**src/rtl/apu_channel_mixer.sv**
```systemverilog
// apu_channel_mixer: strobe-driven, one-channel-per-clock volume mixer with saturation.
// Optional APU_MIXER_VOL_RAMP_EN: writes set targets; volumes step +/-1 per accepted strobe.
module apu_channel_mixer #(
  parameter int NUM_CHANNELS = 4,
  parameter int SAMPLE_W     = 9,
  parameter int VOL_W        = 4,
  parameter int OUT_W        = 10,
  parameter int ADDR_W       = 2
) (
  input  logic                             i_clk,
  input  logic                             i_rst,
  input  logic [NUM_CHANNELS*SAMPLE_W-1:0] i_samples,
  input  logic [NUM_CHANNELS-1:0]          i_mixer,
  input  logic                             i_sample_stb,
  input  logic                             i_vol_we,
  input  logic [ADDR_W-1:0]                i_vol_addr,
  input  logic [VOL_W-1:0]                 i_vol_data,
  output logic [OUT_W-1:0]                 o_sample,
  output logic                             o_sample_valid,
  output logic                             o_clip,
  output logic                             o_busy,
  output logic                             o_overrun
);

  localparam int IDX_W  = (NUM_CHANNELS > 1) ? $clog2(NUM_CHANNELS) : 1;
  localparam int ACC_W  = SAMPLE_W + VOL_W + $clog2(NUM_CHANNELS) + 1;
  localparam int PROD_W = SAMPLE_W + VOL_W;
  localparam logic [VOL_W-1:0] VOL_UNITY = VOL_W'(1 << (VOL_W - 1));
  localparam logic [IDX_W-1:0] IDX_LAST  = IDX_W'(NUM_CHANNELS - 1);

  typedef enum logic [1:0] {
    IDLE,
    ACCUM,
    DONE
  } state_t;

  state_t                           state_q, state_d;
  logic [IDX_W-1:0]                 idx_q, idx_d;
  logic [ACC_W-1:0]                 acc_q, acc_d;
  logic [NUM_CHANNELS*SAMPLE_W-1:0] samp_q, samp_d;
  logic [NUM_CHANNELS-1:0]          mask_q, mask_d;
  logic [VOL_W-1:0]                 vol_q [NUM_CHANNELS];
  logic [VOL_W-1:0]                 vol_d [NUM_CHANNELS];
`ifdef APU_MIXER_VOL_RAMP_EN
  logic [VOL_W-1:0]                 tgt_q [NUM_CHANNELS];
  logic [VOL_W-1:0]                 tgt_d [NUM_CHANNELS];
`endif
  logic [OUT_W-1:0]                 sample_q, sample_d;
  logic                             valid_q, valid_d;
  logic                             clip_q, clip_d;
  logic                             overrun_q, overrun_d;

  logic                             busy;
  logic                             accept;
  logic                             wr_ok;
  logic                             ovf;
  logic [SAMPLE_W-1:0]              cur_samp;
  logic [VOL_W-1:0]                 cur_vol;
  logic                             cur_en;
  logic [PROD_W-1:0]                prod;
  logic [PROD_W-1:0]                term;

  assign busy   = (state_q != IDLE);
  assign accept = i_sample_stb && !busy;
  assign wr_ok  = i_vol_we && (int'(i_vol_addr) < NUM_CHANNELS);

  always_comb begin
    cur_samp = '0;
    cur_vol  = '0;
    cur_en   = 1'b0;
    for (int k = 0; k < NUM_CHANNELS; k++) begin
      if (idx_q == IDX_W'(k)) begin
        cur_samp = samp_q[k*SAMPLE_W +: SAMPLE_W];
        cur_vol  = vol_q[k];
        cur_en   = mask_q[k];
      end
    end
  end

  assign prod = PROD_W'(cur_samp) * PROD_W'(cur_vol);
  assign term = cur_en ? (prod >> (VOL_W - 1)) : '0;
  // Any accumulator bit at or above OUT_W means the output saturates.
  assign ovf  = |(acc_q >> OUT_W);

  always_comb begin
    vol_d = vol_q;
`ifdef APU_MIXER_VOL_RAMP_EN
    tgt_d = tgt_q;
    for (int k = 0; k < NUM_CHANNELS; k++) begin
      if (wr_ok && (i_vol_addr == ADDR_W'(k))) begin
        tgt_d[k] = i_vol_data;
      end
    end
    if (accept) begin
      for (int k = 0; k < NUM_CHANNELS; k++) begin
        if (vol_q[k] < tgt_q[k]) begin
          vol_d[k] = vol_q[k] + VOL_W'(1);
        end else if (vol_q[k] > tgt_q[k]) begin
          vol_d[k] = vol_q[k] - VOL_W'(1);
        end
      end
    end
`else
    for (int k = 0; k < NUM_CHANNELS; k++) begin
      if (wr_ok && (i_vol_addr == ADDR_W'(k))) begin
        vol_d[k] = i_vol_data;
      end
    end
`endif
  end

  always_comb begin
    state_d   = state_q;
    idx_d     = idx_q;
    acc_d     = acc_q;
    samp_d    = samp_q;
    mask_d    = mask_q;
    sample_d  = sample_q;
    clip_d    = clip_q;
    valid_d   = 1'b0;
    overrun_d = i_sample_stb && busy;
    unique case (state_q)
      IDLE: begin
        if (i_sample_stb) begin
          samp_d  = i_samples;
          mask_d  = i_mixer;
          acc_d   = '0;
          idx_d   = '0;
          state_d = ACCUM;
        end
      end
      ACCUM: begin
        acc_d = acc_q + ACC_W'(term);
        if (idx_q == IDX_LAST) begin
          state_d = DONE;
        end else begin
          idx_d = idx_q + IDX_W'(1);
        end
      end
      DONE: begin
        sample_d = ovf ? '1 : OUT_W'(acc_q);
        clip_d   = ovf;
        valid_d  = 1'b1;
        state_d  = IDLE;
      end
      default: state_d = IDLE;
    endcase
  end

  always_ff @(posedge i_clk or posedge i_rst) begin
    if (i_rst) begin
      state_q   <= IDLE;
      idx_q     <= '0;
      acc_q     <= '0;
      samp_q    <= '0;
      mask_q    <= '0;
      sample_q  <= '0;
      valid_q   <= 1'b0;
      clip_q    <= 1'b0;
      overrun_q <= 1'b0;
      for (int k = 0; k < NUM_CHANNELS; k++) begin
        vol_q[k] <= VOL_UNITY;
`ifdef APU_MIXER_VOL_RAMP_EN
        tgt_q[k] <= VOL_UNITY;
`endif
      end
    end else begin
      state_q   <= state_d;
      idx_q     <= idx_d;
      acc_q     <= acc_d;
      samp_q    <= samp_d;
      mask_q    <= mask_d;
      sample_q  <= sample_d;
      valid_q   <= valid_d;
      clip_q    <= clip_d;
      overrun_q <= overrun_d;
      vol_q     <= vol_d;
`ifdef APU_MIXER_VOL_RAMP_EN
      tgt_q     <= tgt_d;
`endif
    end
  end

  assign o_sample       = sample_q;
  assign o_sample_valid = valid_q;
  assign o_clip         = clip_q;
  assign o_busy         = busy;
  assign o_overrun      = overrun_q;

endmodule

```
**config.mk**
```make
export PLATFORM = sky130hd
export DESIGN_NAME = apu_channel_mixer
export DESIGN_NICKNAME = d
export VERILOG_FILES = /design/src/rtl/apu_channel_mixer.sv
export SDC_FILE = /design/constraint.sdc
export NUM_CORES = 1
export LEC_CHECK = 0
export BUFFER_PORTS_ARGS = -buffer_cell sky130_fd_sc_hd__buf_2
export CAP_MARGIN = 20
export CORE_ASPECT_RATIO = 1.2
export CORE_MARGIN = 5
export CORE_UTILIZATION = 45
export CTS_BUF_LIST = sky130_fd_sc_hd__clkbuf_2
export DETAILED_ROUTE_END_ITERATION = 12
export SLEW_MARGIN = 20
export SYNTH_ARGS = -nofsm -noshare
export SYNTH_HDL_FRONTEND = slang
export SYNTH_SLANG_ARGS = --single-unit
```
**constraint.sdc**
```tcl
create_clock -name i_clk -period 15.65 [get_ports i_clk]
set_input_delay 3.13 -clock i_clk [delete_from_list [all_inputs] [get_ports i_clk]]
set_output_delay 3.13 -clock i_clk [all_outputs]
set_load 0.01 [all_outputs]
```
Word-level counts from Yosys, hierarchy flattened
Index checks and enable logic that the tools add are counted.
{"block": "totals", "register_bits": 89, "latch_bits": 0, "ramBits": 0, "mem_bits_ro": 0, "in_bits": 50, "out_inout_bits": 14, "word_cells": 65, "mem_count": 0}
{"block": "classes", "addsub": 2, "multipliers": 1, "div_mod_pow": 0, "order_cmp": 0, "n_eq_ne": 11, "n_shift": 0, "mux": 23, "bitwise_logic": 0, "reduce_logical": 15}
{"cell": "two-way mux 9 bit", "count": 4}
{"cell": "case mux 16 bit (2 select lines)", "count": 1}
{"cell": "two-way mux 10 bit", "count": 2}
{"cell": "adder 16 x 10 -> 16 bit", "count": 1}
{"cell": "two-way mux 16 bit", "count": 1}
{"cell": "two-way mux 4 bit", "count": 4}
{"cell": "multiplier 9 x 4 -> 13 bit", "count": 1}
{"cell": "equality test 2 bit, second input constant", "count": 5}
{"cell": "two-way mux 2 bit", "count": 4}
{"cell": "case mux 2 bit (2 select lines)", "count": 2}
{"cell": "equality test 2 x 1 -> 1 bit, second input constant", "count": 3}
{"cell": "logical NOT 2 bit", "count": 3}
{"cell": "!= test 2 bit, second input constant", "count": 3}
{"cell": "AND reduction 2 bit", "count": 3}
{"cell": "OR reduction 6 bit", "count": 1}
{"cell": "logical AND 1 bit", "count": 5}
{"cell": "two-way mux 1 bit", "count": 5}
{"cell": "nonzero test 2 bit", "count": 2}
{"cell": "AND reduction 3 bit", "count": 1}
{"cell": "adder 2 x 1 -> 2 bit, second input constant", "count": 1}

Logic depth before layout (Yosys ltp)
{"block": "depth", "ltp_word": 9, "depth_mapped": 28, "depth_no_buf": 26}

Least setup slack after synthesis
No wires, ideal clock.
{"block": "synth_timing", "path_kind": "reg-to-reg", "start": "register idx_q[0]", "end": "register acc_q[15]", "setup_ns": 0.116, "arrival_time_ns": 5.667, "required_time_ns": 15.534, "setup_slack_ns": 9.868, "stages_incl_launch_ff": 25, "path_buffers": 1, "period_less_slack_ns": 5.782, "path_cell_list": "dfrtp_1 > inv_1 > ha_1 > clkbuf_1 > nor2b_1 > nand2_1 > nand3_1 > o221ai_1 > or2_2 > fa_1 > fa_1 > fa_1 > nor2b_1 > o21ai_0 > a21oi_1 > o21ai_0 > nand2b_1 > xnor2_1 > nor2_1 > ha_1 > o21ai_0 > o21bai_1 > nand3_1 > or4b_2 > o311ai_0"}
{"block": "synth_between", "elab_chain_len": 9, "word_cells_on_any_way": 20, "cone_classes": "add/sub: 1; mul: 1; eq/ne: 3; mux: 14; reduce/logical: 1"}
{"item": "from (decl)", "line_no": "38", "rtl": "logic [IDX_W-1:0] idx_q, idx_d;"}
{"item": "from (signal assigned)", "line_no": "169", "rtl": "idx_q <= idx_d;"}
{"item": "logical NOT 2 bit", "line_no": "72", "rtl": "if (idx_q == IDX_W'(k)) begin"}
{"item": "two-way mux 9 bit or two-way mux 4 bit (tied branches) (4 in series)", "line_no": "72"}
{"item": "multiplier 9 x 4 -> 13 bit", "line_no": "80", "rtl": "assign prod = PROD_W'(cur_samp) * PROD_W'(cur_vol);"}
{"item": "two-way mux 10 bit (*)", "line_no": "81", "rtl": "assign term = cur_en ? (prod >> (VOL_W - 1)) : '0;"}
{"item": "adder 16 x 10 -> 16 bit (*)", "line_no": "133", "rtl": "acc_d = acc_q + ACC_W'(term);"}
{"item": "case mux 16 bit (2 select lines) (*)", "line_no": "122", "rtl": "unique case (state_q)"}
{"item": "to (signal assigned)", "line_no": "154", "rtl": "acc_q <= '0;"}
{"item": "to (signal assigned)", "line_no": "170", "rtl": "acc_q <= acc_d;"}
{"item": "to (decl)", "line_no": "39", "rtl": "logic [ACC_W-1:0] acc_q, acc_d;"}
Mark *: on every way between the ends. The rest lies on a longest branch, timed or not.
A chain may end at the register's enable or synchronous reset.

Final worst setup path
{"block": "layout_timing", "start": "register idx_q[1]", "end": "register acc_q[15]"}
The elaborated chain is that of the path after synthesis.

==> results.sh <==
export IMPL_outcome="finished clean"
export IMPL_wl_per_cell_um=14.8
export IMPL_cp_slowest_cell="ha_1"
export IMPL_die_x_um=111
export IMPL_synth_cells=626
export IMPL_finalCritPeriodShare_pct=43.4
export IMPL_finalWorstSetupSlack_ps=8850
export IMPL_dr_pass1_iters=4
export IMPL_cts_sinks=89
export IMPL_cts_root_buf="clkbuf_2"
export IMPL_r2r_end="acc_q[15]$_DFFE_PP0P_"
export IMPL_synth_async_reset_ratio_pct=100
export IMPL_hold_depth=2
export IMPL_port_buffers=63
export IMPL_cts_repair_resized=0
export IMPL_dpl_instance_area_um2=5910
export IMPL_hold_viol_final=0
export IMPL_r2r_start="idx_q[1]$_DFFE_PP0P_"
export IMPL_final_common_cell="nand2_1"
export IMPL_synth_area_leaders="dfrtp_1 (39%), nand2_1 (10%), ha_1 (6.6%)"
export IMPL_crit_type="reg2reg"
export IMPL_synth_top_area_share_pct=38.9
export IMPL_cp_max_fo=29
export IMPL_r2r_slack_ps=8850
export IMPL_cts_tree="yes"
export IMPL_powerDensity_nw_per_um2=198
export IMPL_avgSynthCellArea_um2=8.73
export IMPL_avgViaCountPerCell=5.20
export IMPL_grt_util_met2_pct=33.0
export IMPL_cts_buffers=9
export IMPL_clk_pin_slew_ps=260
export IMPL_track_usage_pct=18.3
export IMPL_syn_num_nets=720
export IMPL_grt_pass1_wl_um=21400
export IMPL_rsz0062_at_grt="no"
export IMPL_synth_seq_cells=89
export IMPL_hold_end="samp_q[30]$_DFFE_PP0P_"
export IMPL_cp_end_kind="flip-flop"
export IMPL_cp_arrival_ps=7290
export IMPL_period_needed_ps=6800
export IMPL_fillerInstances=1222
export IMPL_worst_slew_pin_transition_ps=879
export IMPL_grt_max_degree=90
export IMPL_nets=773
export IMPL_detailed_place_hpwl_um=9430
export IMPL_crit_path_start_kind="flip-flop"
export IMPL_yosysUniqueCellTypes=55
export IMPL_gr_total_overflow=0
export IMPL_post_place_ws_ps=8890
export IMPL_grt_use_met1_pct=21.8
export IMPL_num_vias=4381
export IMPL_antenna_found_initial=0
export IMPL_synth_edf_count=0
export IMPL_syn2layout_area_growth_pct=10.4
export IMPL_slowest_delay_ps=710
export IMPL_ys_seq_area_share_pct=40.8
export IMPL_critical_path_required_ps=16140
export IMPL_drive_gt1_share_pct=16.4
export IMPL_maxCapViolCount=0
export IMPL_grt_busiest_layer="met2"
export IMPL_h_tree_depth=3
export IMPL_ir_worst_vdd_mv=0.0749
export IMPL_yosys_area_top_type="dfrtp_1"
export IMPL_ios=64
export IMPL_cts_hold_buffers=0
export IMPL_syn_cell_area_um2=5470
export IMPL_final_area_um2=6040
export IMPL_yosys_warnings=0
export IMPL_fin_tns_setup_ps=0
export IMPL_wl_um=12500
export IMPL_reg2regPathDepth=26
export IMPL_clockBufferDepth=2
export IMPL_clock_fmax_mhz=147
export IMPL_final_cell_mix="nand2_1 (152), dfrtp_1 (85), nor2_1 (65), buf_2 (63), a21oi_1 (47)"
export IMPL_start_util_pct=45.6
export IMPL_die_h_um=131
export IMPL_die_area_um2=14500
export IMPL_row_count=44
export IMPL_grt_pass1_vias=4407
export IMPL_first_iter_violations=211
export IMPL_min_delay_start="samp_q[30]$_DFFE_PP0P_"
export IMPL_crit_top_cell="a21oi_1"
export IMPL_grt_met3_usage_pct=2.72
export IMPL_gp_congestion=0.888
export IMPL_drc=0
export IMPL_yosys_most_used_dff="dfrtp_1"
export IMPL_antenna_left=0
export IMPL_antenna_diode_count=0
export IMPL_clock_skew_ps=47.0
export IMPL_worstHoldPathType="reg2reg"
export IMPL_clock_latency_ps=570
export IMPL_final_core_util_pct=50.3
export IMPL_core_um2=12000
export IMPL_leakagePower_uw=0.00298
export IMPL_drv_slew=0
export IMPL_setup_violations=0
export IMPL_power_uw=1190
export IMPL_max_slew_margin_pct=41.4
export IMPL_cts_setup_buffers=0
worst max-delay path by stage:
| stage | from | endpoint | cells past startpoint |
|---|---|---|---|
| CTS | idx_q[1]$_DFFE_PP0P_ | acc_q[15]$_DFFE_PP0P_ | 26 |
| detailed placement | idx_q[1]$_DFFE_PP0P_ | acc_q[15]$_DFFE_PP0P_ | 26 |
| global route | idx_q[1]$_DFFE_PP0P_ | acc_q[15]$_DFFE_PP0P_ | 26 |
| global placement | idx_q[1]$_DFFE_PP0P_ | acc_q[15]$_DFFE_PP0P_ | 26 |
| finish | idx_q[1]$_DFFE_PP0P_ | acc_q[15]$_DFFE_PP0P_ | 26 |
| floorplan | idx_q[0]$_DFFE_PP0P_ | acc_q[15]$_DFFE_PP0P_ | 24 |
metal layers:
layer | wire length (um) | vias to the layer above
li1 | - | 2199
met5 | 0 | -
met4 | 354 | 0
met1 | 5260 | 2078
met2 | 6490 | 80
met3 | 386 | 24
metrics by stage:
stage          hold WS (ps)  std cells
3_3_place_gp            461        829
5_1_grt                 530        843
2_1_floorplan           438        626
4_1_cts                 513        843
6_report                511        843
3_5_place_dp            465        829
synthesized netlist by cell type (all sizes together), types with 3 or more instances:
cell,number
nor3,9
nor2,65
fa,15
xnor2,6
o211ai,4
nand2,152
dfrtp,85
xor2,5
nand3b,11
and3,3
clkbuf,20
a21oi,47
nor2b,11
mux2i,3
a21o,6
a21boi,3
inv,33
a31oi,5
ha,29
mux2,16
dfstp,4
o21bai,3
nand3,16
a221oi,3
nand2b,11
buf,5
nand4b,3
o21ai,23
critical path, delay by kind of cell (launching register included):
family	cells	cell delay (ps)
adder cells (fa/ha/maj)	5	2500
AO/OA/AOI/OAI	9	1850
AND/OR/NAND/NOR	8	1580
flip-flops	1	460
buffers and inverters	3	210
XOR/XNOR	1	140
report_power, final:
part / internal, uW / switching [uW] / total [uW]
sequential: 307 / 58.0 / 365
combinational: 267 / 427 / 694
clock: 52.7 / 80.7 / 133
sequential cells by signal, summed over array words and instances, names as in the netlist:
signal	cells
acc_q	16
idx_q	2
mask_q	4
state_q	2
o_clip	1
o_sample	10
samp_q	36
o_overrun	1
vol_q	16
o_sample_valid	1
layout make-up:
cell class / count / area, um^2 / area share [%]
multi-input combinational: 479 / 3000 / 49.7
sequential: 89 / 2230 / 37.0
timing repair buffer: 67 / 349 / 5.78
tap: 161 / 201 / 3.34
inverter: 33 / 125 / 2.07
clock inverter: 4 / 77.6 / 1.28
clock buffer: 10 / 50.0 / 0.829
cell families after synthesis:
logic type                 share of synthesized area [%]
buffers and inverters                               4.28
and+or+nand+nor                                     24.1
AOI/OAI and AO/OA                                   13.0
adders and majority gates                           12.1
xor gates and xnor gates                            1.76
DFF                                                 40.8
muxes                                               3.84
Power figures use the tool's default switching activity.
